## src/rtl/mem_arb_pkg.sv

```systemverilog
// Shared types for mem_arbiter: FSM states, read-return owner and the return tag.
package mem_arb_pkg;

    typedef enum logic [1:0] {
        IDLE,
        CPU_RD,
        COP_BURST,
        COP_DRAIN
    } state_t;

    typedef enum logic {
        OWN_CPU,
        OWN_COP
    } owner_t;

    typedef struct packed {
        logic   valid;
        owner_t owner;
        logic   last;
    } rd_tag_t;

endpackage

```

## src/rtl/mem_arbiter_if.sv

```systemverilog
// CPU, coprocessor and memory-command signals of mem_arbiter; slave is the arbiter side.
interface mem_arbiter_if #(
    parameter int unsigned ADDR_W = 16,
    parameter int unsigned DATA_W = 32,
    parameter int unsigned LEN_W  = 4
);
    logic              cpu_req;
    logic              cpu_we;
    logic [ADDR_W-1:0] cpu_addr;
    logic [DATA_W-1:0] cpu_wdata;
    logic [DATA_W-1:0] cpu_rdata;
    logic              cpu_ack;
    logic              cpu_stall;

    logic              cop_req;
    logic              cop_we;
    logic [ADDR_W-1:0] cop_addr;
    logic [LEN_W-1:0]  cop_len;
    logic [DATA_W-1:0] cop_wdata;
    logic              cop_ack;
    logic [DATA_W-1:0] cop_rdata;
    logic              cop_valid;
    logic              cop_done;

    logic              mem_en;
    logic              mem_we;
    logic [ADDR_W-1:0] mem_addr;
    logic [DATA_W-1:0] mem_wdata;
    logic [DATA_W-1:0] mem_rdata;

    modport slave (
        input  cpu_req, cpu_we, cpu_addr, cpu_wdata,
        input  cop_req, cop_we, cop_addr, cop_len, cop_wdata,
        input  mem_rdata,
        output cpu_rdata, cpu_ack, cpu_stall,
        output cop_ack, cop_rdata, cop_valid, cop_done,
        output mem_en, mem_we, mem_addr, mem_wdata
    );

    modport master (
        output cpu_req, cpu_we, cpu_addr, cpu_wdata,
        output cop_req, cop_we, cop_addr, cop_len, cop_wdata,
        output mem_rdata,
        input  cpu_rdata, cpu_ack, cpu_stall,
        input  cop_ack, cop_rdata, cop_valid, cop_done,
        input  mem_en, mem_we, mem_addr, mem_wdata
    );

endinterface

```

## src/rtl/rd_return_pipe.sv

```systemverilog
// DEPTH-stage shift register carrying the read-return tag alongside the memory latency.
module rd_return_pipe
    import mem_arb_pkg::*;
#(
    parameter int unsigned DEPTH = 2
) (
    input  logic    clk,
    input  logic    rst_n,
    input  rd_tag_t tag_in,
    output rd_tag_t tag_out
);

    rd_tag_t stage_q [DEPTH];

    // Reset drops every in-flight read.
    always_ff @(posedge clk or negedge rst_n) begin
        if (!rst_n) begin
            for (int i = 0; i < int'(DEPTH); i++) stage_q[i] <= '0;
        end else begin
            stage_q[0] <= tag_in;
            for (int i = 1; i < int'(DEPTH); i++) stage_q[i] <= stage_q[i-1];
        end
    end

    assign tag_out = stage_q[DEPTH-1];

endmodule

```

## src/rtl/mem_arbiter.sv

```systemverilog
// Shares one synchronous memory between CPU load/store and coprocessor bursts, CPU first with
// a starvation override. Define MEM_ARB_STATS_EN to add the stall/beat statistic counters.
module mem_arbiter
    import mem_arb_pkg::*;
#(
    parameter int unsigned ADDR_W     = 16,
    parameter int unsigned DATA_W     = 32,
    parameter int unsigned RD_LAT     = 2,
    parameter int unsigned BURST_MAX  = 16,
    parameter int unsigned STARVE_LIM = 8
) (
    input logic clk,
    input logic rst_n,
    mem_arbiter_if.slave bus
`ifdef MEM_ARB_STATS_EN
    ,
    output logic [31:0] stat_cpu_stall,
    output logic [31:0] stat_cop_beats
`endif
);

    localparam int unsigned LEN_W = $clog2(BURST_MAX);
    localparam int unsigned SW    = $clog2(STARVE_LIM + 1);

    state_t            state_q, state_d;
    logic [SW-1:0]     starve_q, starve_d;
    logic [LEN_W-1:0]  left_q, left_d;
    logic [ADDR_W-1:0] addr_q, addr_d;
    logic              we_q, we_d;
    logic              grant_cop;
    logic              cpu_ret, cop_ret;
    rd_tag_t           tag_in, tag_out;

    rd_return_pipe #(.DEPTH(RD_LAT)) u_pipe (
        .clk     (clk),
        .rst_n   (rst_n),
        .tag_in  (tag_in),
        .tag_out (tag_out)
    );

    always_ff @(posedge clk or negedge rst_n) begin
        if (!rst_n) begin
            state_q  <= IDLE;
            starve_q <= '0;
            left_q   <= '0;
            addr_q   <= '0;
            we_q     <= 1'b0;
        end else begin
            state_q  <= state_d;
            starve_q <= starve_d;
            left_q   <= left_d;
            addr_q   <= addr_d;
            we_q     <= we_d;
        end
    end

    // Arbitration, command issue and completion; outputs held at 0 while in reset.
    always_comb begin
        state_d        = state_q;
        starve_d       = starve_q;
        left_d         = left_q;
        addr_d         = addr_q;
        we_d           = we_q;
        grant_cop      = 1'b0;
        tag_in         = '0;
        cpu_ret        = 1'b0;
        cop_ret        = 1'b0;
        bus.mem_en     = 1'b0;
        bus.mem_we     = 1'b0;
        bus.mem_addr   = '0;
        bus.mem_wdata  = '0;
        bus.cpu_ack    = 1'b0;
        bus.cpu_rdata  = '0;
        bus.cpu_stall  = 1'b0;
        bus.cop_ack    = 1'b0;
        bus.cop_rdata  = '0;
        bus.cop_valid  = 1'b0;
        bus.cop_done   = 1'b0;

        if (rst_n) begin
            cpu_ret = tag_out.valid && (tag_out.owner == OWN_CPU);
            cop_ret = tag_out.valid && (tag_out.owner == OWN_COP);

            case (state_q)
                IDLE: begin
                    if (bus.cop_req && (starve_q == SW'(STARVE_LIM))) begin
                        grant_cop = 1'b1;
                    end else if (bus.cpu_req) begin
                        bus.mem_en   = 1'b1;
                        bus.mem_addr = bus.cpu_addr;
                        if (bus.cpu_we) begin
                            bus.mem_we    = 1'b1;
                            bus.mem_wdata = bus.cpu_wdata;
                            bus.cpu_ack   = 1'b1;
                        end else begin
                            tag_in  = '{valid: 1'b1, owner: OWN_CPU, last: 1'b1};
                            state_d = CPU_RD;
                        end
                    end else if (bus.cop_req) begin
                        grant_cop = 1'b1;
                    end
                    if (grant_cop) begin
                        state_d = COP_BURST;
                        addr_d  = bus.cop_addr;
                        we_d    = bus.cop_we;
                        left_d  = bus.cop_len;
                    end
                end
                CPU_RD: begin
                    if (cpu_ret) begin
                        bus.cpu_ack = 1'b1;
                        state_d     = IDLE;
                    end
                end
                COP_BURST: begin
                    bus.mem_en   = 1'b1;
                    bus.mem_we   = we_q;
                    bus.mem_addr = addr_q;
                    bus.cop_ack  = 1'b1;
                    addr_d       = addr_q + ADDR_W'(1);
                    left_d       = left_q - LEN_W'(1);
                    if (we_q) begin
                        bus.mem_wdata = bus.cop_wdata;
                    end else begin
                        tag_in = '{valid: 1'b1, owner: OWN_COP, last: (left_q == '0)};
                    end
                    if (left_q == '0) begin
                        bus.cop_done = we_q;
                        state_d      = we_q ? IDLE : COP_DRAIN;
                    end
                end
                COP_DRAIN: begin
                    if (cop_ret && tag_out.last) state_d = IDLE;
                end
                default: state_d = IDLE;
            endcase

            // Read bursts complete with their last returned beat.
            if (cop_ret && tag_out.last) bus.cop_done = 1'b1;

            // Starvation counts only while the coprocessor is waiting, not while it is served.
            if (grant_cop) begin
                starve_d = '0;
            end else if (bus.cop_req && ((state_q == IDLE) || (state_q == CPU_RD))
                         && (starve_q != SW'(STARVE_LIM))) begin
                starve_d = starve_q + SW'(1);
            end

            bus.cpu_rdata = cpu_ret ? bus.mem_rdata : '0;
            bus.cop_valid = cop_ret;
            bus.cop_rdata = cop_ret ? bus.mem_rdata : '0;
            bus.cpu_stall = bus.cpu_req && !bus.cpu_ack;
        end
    end

`ifdef MEM_ARB_STATS_EN
    always_ff @(posedge clk or negedge rst_n) begin
        if (!rst_n) begin
            stat_cpu_stall <= '0;
            stat_cop_beats <= '0;
        end else begin
            if (bus.cpu_stall) stat_cpu_stall <= stat_cpu_stall + 32'(1);
            if (bus.cop_ack)   stat_cop_beats <= stat_cop_beats + 32'(1);
        end
    end
`endif

endmodule

```

## src/flat_wrapper.sv

```systemverilog
// flat-port wrapper written by rule: the top's interface ports become plain ports
module mem_arbiter_flat import mem_arb_pkg::*;
#(
    parameter int unsigned ADDR_W     = 16,
    parameter int unsigned DATA_W     = 32,
    parameter int unsigned RD_LAT     = 2,
    parameter int unsigned BURST_MAX  = 16,
    parameter int unsigned STARVE_LIM = 8
)
  (clk, rst_n, bus_cpu_req, bus_cpu_we, bus_cpu_addr, bus_cpu_wdata, bus_cop_req, bus_cop_we, bus_cop_addr, bus_cop_len, bus_cop_wdata, bus_mem_rdata, bus_cpu_rdata, bus_cpu_ack, bus_cpu_stall, bus_cop_ack, bus_cop_rdata, bus_cop_valid, bus_cop_done, bus_mem_en, bus_mem_we, bus_mem_addr, bus_mem_wdata);
  mem_arbiter_if #(.ADDR_W(ADDR_W), .DATA_W(DATA_W), .LEN_W(4)) bus_i ();
  input logic clk;
  input logic rst_n;
  input wire logic [$bits(bus_i.cpu_req)-1:0] bus_cpu_req;
  input wire logic [$bits(bus_i.cpu_we)-1:0] bus_cpu_we;
  input wire logic [$bits(bus_i.cpu_addr)-1:0] bus_cpu_addr;
  input wire logic [$bits(bus_i.cpu_wdata)-1:0] bus_cpu_wdata;
  input wire logic [$bits(bus_i.cop_req)-1:0] bus_cop_req;
  input wire logic [$bits(bus_i.cop_we)-1:0] bus_cop_we;
  input wire logic [$bits(bus_i.cop_addr)-1:0] bus_cop_addr;
  input wire logic [$bits(bus_i.cop_len)-1:0] bus_cop_len;
  input wire logic [$bits(bus_i.cop_wdata)-1:0] bus_cop_wdata;
  input wire logic [$bits(bus_i.mem_rdata)-1:0] bus_mem_rdata;
  output wire logic [$bits(bus_i.cpu_rdata)-1:0] bus_cpu_rdata;
  output wire logic [$bits(bus_i.cpu_ack)-1:0] bus_cpu_ack;
  output wire logic [$bits(bus_i.cpu_stall)-1:0] bus_cpu_stall;
  output wire logic [$bits(bus_i.cop_ack)-1:0] bus_cop_ack;
  output wire logic [$bits(bus_i.cop_rdata)-1:0] bus_cop_rdata;
  output wire logic [$bits(bus_i.cop_valid)-1:0] bus_cop_valid;
  output wire logic [$bits(bus_i.cop_done)-1:0] bus_cop_done;
  output wire logic [$bits(bus_i.mem_en)-1:0] bus_mem_en;
  output wire logic [$bits(bus_i.mem_we)-1:0] bus_mem_we;
  output wire logic [$bits(bus_i.mem_addr)-1:0] bus_mem_addr;
  output wire logic [$bits(bus_i.mem_wdata)-1:0] bus_mem_wdata;
  assign bus_i.cpu_req = bus_cpu_req;
  assign bus_i.cpu_we = bus_cpu_we;
  assign bus_i.cpu_addr = bus_cpu_addr;
  assign bus_i.cpu_wdata = bus_cpu_wdata;
  assign bus_i.cop_req = bus_cop_req;
  assign bus_i.cop_we = bus_cop_we;
  assign bus_i.cop_addr = bus_cop_addr;
  assign bus_i.cop_len = bus_cop_len;
  assign bus_i.cop_wdata = bus_cop_wdata;
  assign bus_i.mem_rdata = bus_mem_rdata;
  assign bus_cpu_rdata = bus_i.cpu_rdata;
  assign bus_cpu_ack = bus_i.cpu_ack;
  assign bus_cpu_stall = bus_i.cpu_stall;
  assign bus_cop_ack = bus_i.cop_ack;
  assign bus_cop_rdata = bus_i.cop_rdata;
  assign bus_cop_valid = bus_i.cop_valid;
  assign bus_cop_done = bus_i.cop_done;
  assign bus_mem_en = bus_i.mem_en;
  assign bus_mem_we = bus_i.mem_we;
  assign bus_mem_addr = bus_i.mem_addr;
  assign bus_mem_wdata = bus_i.mem_wdata;
  mem_arbiter #(.ADDR_W(ADDR_W), .DATA_W(DATA_W), .RD_LAT(RD_LAT), .BURST_MAX(BURST_MAX), .STARVE_LIM(STARVE_LIM)) u_core (.clk(clk), .rst_n(rst_n), .bus(bus_i));
endmodule
```

## config.mk

```make
export PLATFORM = sky130hd
export DESIGN_NAME = mem_arbiter_flat
export DESIGN_NICKNAME = d
export VERILOG_FILES = /design/src/rtl/mem_arb_pkg.sv /design/src/rtl/mem_arbiter_if.sv /design/src/rtl/rd_return_pipe.sv /design/src/rtl/mem_arbiter.sv /design/src/flat_wrapper.sv
export SDC_FILE = /design/constraint.sdc
export NUM_CORES = 1
export LEC_CHECK = 0
export BUFFER_PORTS_ARGS = -buffer_cell sky130_fd_sc_hd__buf_2
export CORE_AREA = 5 5 96 98
export DETAILED_ROUTE_END_ITERATION = 8
export DIE_AREA = 0 0 101 103
export PLACE_DENSITY = 0.82
export SLEW_MARGIN = 20
export SYNTH_ARGS = -nofsm -noshare
export SYNTH_HDL_FRONTEND = slang
export SYNTH_SLANG_ARGS = --single-unit
```

## constraint.sdc

```tcl
create_clock -name clk -period 2.15 [get_ports clk]
set_input_delay 0.215 -clock clk [delete_from_list [all_inputs] [get_ports clk]]
set_output_delay 0.215 -clock clk [all_outputs]
set_load 0.03 [all_outputs]
```

==> reports/qor.yml, run 1 <==
die_w_um: 101
synth_enable_flop_cells: 0
max_freq_ghz: 0.467
ff2ff_path_depth: 8
start_util: 0.348
path_max_fanout: 16
synth_area_leaders: "dfrtp_1 (28%), and2_1 (14%), a22o_1 (10%)"
fin_nets: 771
post-dp-hpwl_um: 9980
cp_num_cells: 9
yosysTopAreaCell: "dfrtp_1"
coreArea_um2: 8380
ys_types: 50
syn-cell-area_um2: 2910
startpoint_type: "flip-flop"
area_delta_synth_final_pct: 66.5
root_buffer: "clkbuf_8"
maxSlewHeadroom: 0.449
slowest_delay_ns: 0.36
fin_crit_sh: 0.995
swShare: 0.450
synth_compound_area_frac: 0.297
cp.required_ns: 1.93
syn_avg_cell_area_um2: 7.92
numCtsBuffers: 5
multi_input_area_um2: 1950
power.switching_mw: 1.64
gp_congestion: 0.856
synth-main-ff-cell: "dfrtp_1"
layout-drive-gt1-share: 0.500
fillers: 733
synth_top_family_by_area: "simple AND/OR/NAND/NOR gates"
setup_viol: 0
leakage_nw: 2.62
seq_area_um2: 828
peakVddDrop_mv: 0.492
synth-simple-area-share: 0.309
cp.arrival_ns: 1.92
cts_max_level: 2
endpoint: "bus_mem_wdata[24]"
max_cap_viol_count: 0
insertion_delay_ns: 0.29
yosys_register_bits: 33
tightest_slew_ns: 0.824
grt_start_max_net_pins: 47
ys_warn_count: 0
synth_adder_area_share: 0.0172
crit_family: "buffers and inverters"
finClkSkew_ns: 0.00199
period_minus_slack_ns: 2.14
rows: 34
hp-class: "input pin to flip-flop"
syn_inst: 368
rsz0062_at_grt: "yes"
die-area_um2: 10400
layout_commonest_cell: "buf_2"
p_int_mw: 2.00
synth_top_area_share: 0.284
final_util: 0.579
syn_nets: 510
hold_viol: 0
final_max_slew_viol_count: 0
layout_common_cells: "buf_2 (222), and2_1 (65), buf_6 (32), dfrtp_1 (31), a22o_1 (30)"
antenna_found_initial: 1
dieHeight_um: 103
startpoint: "u_core.starve_q[1]$_DFFE_PN0P_"
drc_errors: 0
status: "complete, no violations"
vias: 3865
ys_seq_area_frac: 0.284
finalSetupTns_ns: 0
dr.pass1.iters: 5
grt-ovfl-total: 0
drt_iter0_drc: 157
combPwrFrac: 0.534
worstPathCellList: "inv_2 -> ha_4 -> nand4b_4 -> nand4_1 -> nor2_4 -> buf_4 -> buf_12 -> a22o_1 -> buf_6"
vias_per_cell: 5.23
synth_xor_area_frac: 0.00902
grt_first_pass_wirelength_um: 17900
ant_nets: 0
wl_per_cell_um: 17.7
worstReg2RegStart: "u_core.starve_q[1]$_DFFE_PN0P_"
clkSinkCount: 33
cts_max_path_buffers: 2
clk_pin_slew_ns: 0.07
cts_tree: "yes"
ios: 257
synth_mux_area_frac: 0.0107
grt_pass1_vias: 3447
crit_type: "flip-flop to output pin"
clkPwrFrac: 0.146
end_kind: "output pin"
timing.reg2reg.setup_slack_ns: 0.35
reg2reg_to: "u_core.addr_q[8]$_DFFE_PN0P_"
grt_use_total: 0.216
drt_wl_total_um: 13100
path_buf_inv: 4
power_frac_seq: 0.320
ys_async_sr_fraction: 1.00
p_per_area_nw_per_um2: 750
port_buffers: 256
critPathSlowestCell: "dfrtp_1"
-- synthesized netlist by cell type (2+ instances only) --
cell type	number
a21oi_1	23
a22oi_1	16
nor3_1	4
clkbuf_1	9
and3_2	2
o21ai_0	10
nor3b_1	4
a22o_1	34
buf_2	12
and2_1	65
nand2_1	29
a41oi_1	2
and3_1	4
buf_8	2
a31o_2	2
o22ai_1	7
o21ai_1	9
buf_6	3
nand4_1	3
nor2_1	29
mux2i_1	2
dfrtp_1	33
inv_2	2
xor2_1	2
nand2b_1	3
a31oi_1	3
inv_1	7
and4_1	2
buf_4	3
nand3_1	15
ha_1	4
a2bb2oi_1	5
-- per-layer routing --
metal / track usage / vias to the layer above / part of all wire
met5: 0 / - / 0
met4: 0.0542 / 0 / 0.012
met3: 0.0575 / 12 / 0.10
met2: 0.361 / 201 / 0.51
met1: 0.278 / 1797 / 0.38
li1: - / 1855 / -
-- worst min-delay path by stage --
stage	depth (start not counted)	end	slack (ns)	start
after floorplan	0	u_core.addr_q[0]$_DFFE_PN0P_	-0.08	rst_n
after global placement	2	u_core.addr_q[7]$_DFFE_PN0P_	0.28	rst_n
after detailed placement	2	u_core.addr_q[0]$_DFFE_PN0P_	0.28	rst_n
after CTS	2	u_core.we_q$_DFFE_PN0P_	0.14	bus_cop_we
after global routing	2	u_core.we_q$_DFFE_PN0P_	0.15	bus_cop_we
final	2	u_core.we_q$_DFFE_PN0P_	0.15	bus_cop_we
-- metrics by stage --
step,power [mW],hold WS (ns),instances,instance area [um2],worst slack (ns)
4_1_cts,3.60,0.143,733,4600,0.000878
2_1_floorplan,2.44,-0.0806,368,2910,0.0779
5_1_grt,3.90,0.150,739,4850,-0.0644
3_5_place_dp,2.98,0.282,717,4330,0.0664
3_3_place_gp,2.92,0.275,717,4330,0.131
6_report,3.63,0.149,739,4850,0.0103
-- sequential cells by signal, summed over array words and instances, names as in the netlist --
name and cells:
u_core.addr_q 16, u_core.left_q 4, u_core.starve_q 4, u_core.u_pipe.stage_q 3, u_core.u_pipe.tag_out 3, u_core.state_q 2
u_core.we_q 1
-- final cells by class --
class,count,share of cell area
Inverter,9,0.00697
Timing Repair Buffer,283,0.370
Clock buffer,7,0.0199
Multi-Input combinational cell,297,0.403
Clock inverter,1,0.00103
Sequential cell,33,0.171
Antenna cell,1,0.000516
Tap cell,108,0.0279
-- cells by family after synthesis --
| kind of cell | count (synthesis) |
|---|---|
| buf+inv | 38 |
| compound gates | 122 |
| xor+xnor | 3 |
| mux | 3 |
| simple gates | 165 |
| fa+ha+maj | 4 |
| flops | 33 |
-- power by group through the flow --
stage                     clock (mW)  combinational (mW)  sequential, mW
after global routing           0.568                2.13            1.20
after detailed placement           0                1.80            1.18
after CTS                      0.546                1.90            1.16
after floorplan                    0                1.36            1.08
after global placement             0                1.76            1.17
final                          0.532                1.94            1.16
-- timing repair --
item / in CTS / in global routing
pin swaps: 3 / 5
hold endpoints to repair: 33 / 0
cloned: 1 / 1
endpoints found under the setup margin: 49 / 34
buffers inserted: 5 / 4
hold buffers: 2 / 0
gates resized for setup: 21 / 84
No activity file was read; power rests on OpenSTA's default activity.
==> run 2: changes to the inputs <==
--- a/config.mk
+++ b/config.mk
@@ -10,6 +10,7 @@
 export DETAILED_ROUTE_END_ITERATION = 8
 export DIE_AREA = 0 0 101 103
 export PLACE_DENSITY = 0.82
+export RECOVER_POWER = 50
 export SLEW_MARGIN = 20
 export SYNTH_ARGS = -nofsm -noshare
 export SYNTH_HDL_FRONTEND = slang
==> run 2 against run 1 <==
  * Sequential power is essentially flat
  * First-iteration DRC count down 1.3%
  * Worst hold slack about the same
  * Routed wire length down 0.18%
  * Combinational power is essentially flat
  * Final area is 0.10% lower
  * Power barely moved
  * Non-clock buffer count is the same
  * Clock skew increased by 0.0012 ns
  * Cell count unchanged
  * Via count is 0.26% higher
  * Fmax hardly changed
  * Largest cell class unchanged
==> reports/qor.yml, run 2 (same netlist as run 1, synthesis figures left out) <==
rsz0062_at_grt: "yes"
tightest_slew_ns: 0.824
cts_tree: "yes"
p_int_mw: 2.00
place_inst: 717
wl_per_cell_um: 17.6
ios: 257
rows: 34
clkSinkCount: 33
max_freq_ghz: 0.468
leakage_nw: 2.61
finClkSkew_ns: 0.00317
layout_commonest_cell: "buf_2"
fin_crit_sh: 0.995
reg2reg_to: "u_core.addr_q[3]$_DFFE_PN0P_"
final_util: 0.578
die-area_um2: 10400
timing.reg2reg.setup_slack_ns: 0.35
antenna_found_initial: 1
min_to: "u_core.we_q$_DFFE_PN0P_"
worstReg2RegStart: "u_core.starve_q[1]$_DFFE_PN0P_"
layout-drive-gt1-share: 0.497
grt_start_max_net_pins: 47
dieHeight_um: 103
period_minus_slack_ns: 2.14
numCtsBuffers: 5
max_cap_viol_count: 0
cts_max_path_buffers: 2
largest_reg_flops: 16
whs_path_depth: 2
die_w_um: 101
total_power_mw: 3.64
area_delta_synth_final_pct: 66.3
vias_per_cell: 5.24
largest-register: "u_core.addr_q"
drt_iter0_drc: 155
hold_viol: 0
final_cell_area_um2: 4840
cp.arrival_ns: 1.92
power_frac_seq: 0.321
cts_max_level: 2
setup_ws_ns: 0.0117
hp-class: "input pin to flip-flop"
drt_wl_total_um: 13000
min-delay-start: "bus_cop_we"
power.switching_mw: 1.64
peakVddDrop_mv: 0.493
holdWs_ns: 0.149
start_util: 0.348
fin_nets: 771
startpoint: "u_core.starve_q[1]$_DFFE_PN0P_"
status: "complete, no violations"
layout_common_cells: "buf_2 (221), and2_1 (65), buf_6 (32), dfrtp_1 (31), a22o_1 (30)"
final_max_slew_viol_count: 0
maxSlewHeadroom: 0.449
dr.pass1.iters: 4
gp_congestion: 0.856
ff2ff_path_depth: 8
port_buffers: 256
grt_use_total: 0.216
placed_cell_area_um2: 4330
grt_first_pass_wirelength_um: 17900
coreArea_um2: 8380
startpoint_type: "flip-flop"
ant_nets: 0
grt_pass1_vias: 3447
p_per_area_nw_per_um2: 751
insertion_delay_ns: 0.29
root_buffer: "clkbuf_8"
end_kind: "output pin"
crit_type: "flip-flop to output pin"
setup_viol: 0
clkPwrFrac: 0.147
drc_errors: 0
vias: 3875
swShare: 0.451
reg.largest.list: "u_core.addr_q: 16 flops, u_core.left_q: 4 flops, u_core.starve_q: 4 flops"
layoutNonFillerInstCount: 739
path_max_fanout: 16
grt-ovfl-total: 0
finalSetupTns_ns: 0
cp.required_ns: 1.93
clk_pin_slew_ns: 0.07
post-dp-hpwl_um: 9980
pre_cts_ws_ns: 0.0664
combPwrFrac: 0.532
==> run 2: cell count changes in the layout (fill, tap and decap cells not counted), sizes merged <==
cell,delta
clkbuf,+3
buf,-3
==> run 2: worst max path at each step <==
| stage | to | slack, ns | cells after the start |
|---|---|---|---|
| global placement | bus_mem_wdata[30] | 0.13 | 8 |
| detailed placement | bus_mem_wdata[30] | 0.07 | 8 |
| floorplan | bus_mem_addr[10] | 0.08 | 8 |
| global route | bus_mem_wdata[24] | -0.06 | 9 |
| CTS | bus_mem_wdata[17] | 0.0009 | 6 |
| finish | bus_mem_wdata[24] | 0.01 | 9 |
==> run 2: area by class of cell <==
cell class              instances  area (um2)
repair buffers                283        1790
fillers                       736        3540
multi-input cells             297        1950
clock buffers                   7        96.3
diodes                          1        2.50
clock inverters                 1        5.00
flip-flops and latches         33         828
well taps                     108         135
inverters                       9        33.8
==> run 2: layer usage <==
metal | GRT usage | up-vias | part of all wire
li1 | - | 1857 | -
met1 | 0.278 | 1817 | 0.38
met2 | 0.361 | 193 | 0.51
met3 | 0.0575 | 8 | 0.10
met4 | 0.0542 | 0 | 0.010
met5 | 0 | - | 0
==> run 2: repair_timing <==
action,in CTS,in global routing
pin swaps,3,5
endpoints found under the hold margin,33,0
cloned,1,1
hold buffers,2,0
endpoints found under the setup margin,49,34
setup buffers,5,4
gates resized for setup,21,84
==> run 2: power groups by stage <==
stage	registers, mW	logic (mW)	clock network (mW)
6_report	1.17	1.94	0.535
5_1_grt	1.20	2.13	0.568
4_1_cts	1.16	1.90	0.546
3_5_place_dp	1.18	1.80	0
3_3_place_gp	1.17	1.76	0
2_1_floorplan	1.08	1.36	0
==> run 2: worst max-delay path: stages, from the launching register on <==
cell and delay [ns]:
dfrtp_1 0.36, inv_2 0.06, ha_4 0.17, nand4b_4 0.09, nand4_1 0.18, nor2_4 0.16, buf_4 0.13, buf_12 0.14
a22o_1 0.19, buf_6 0.15
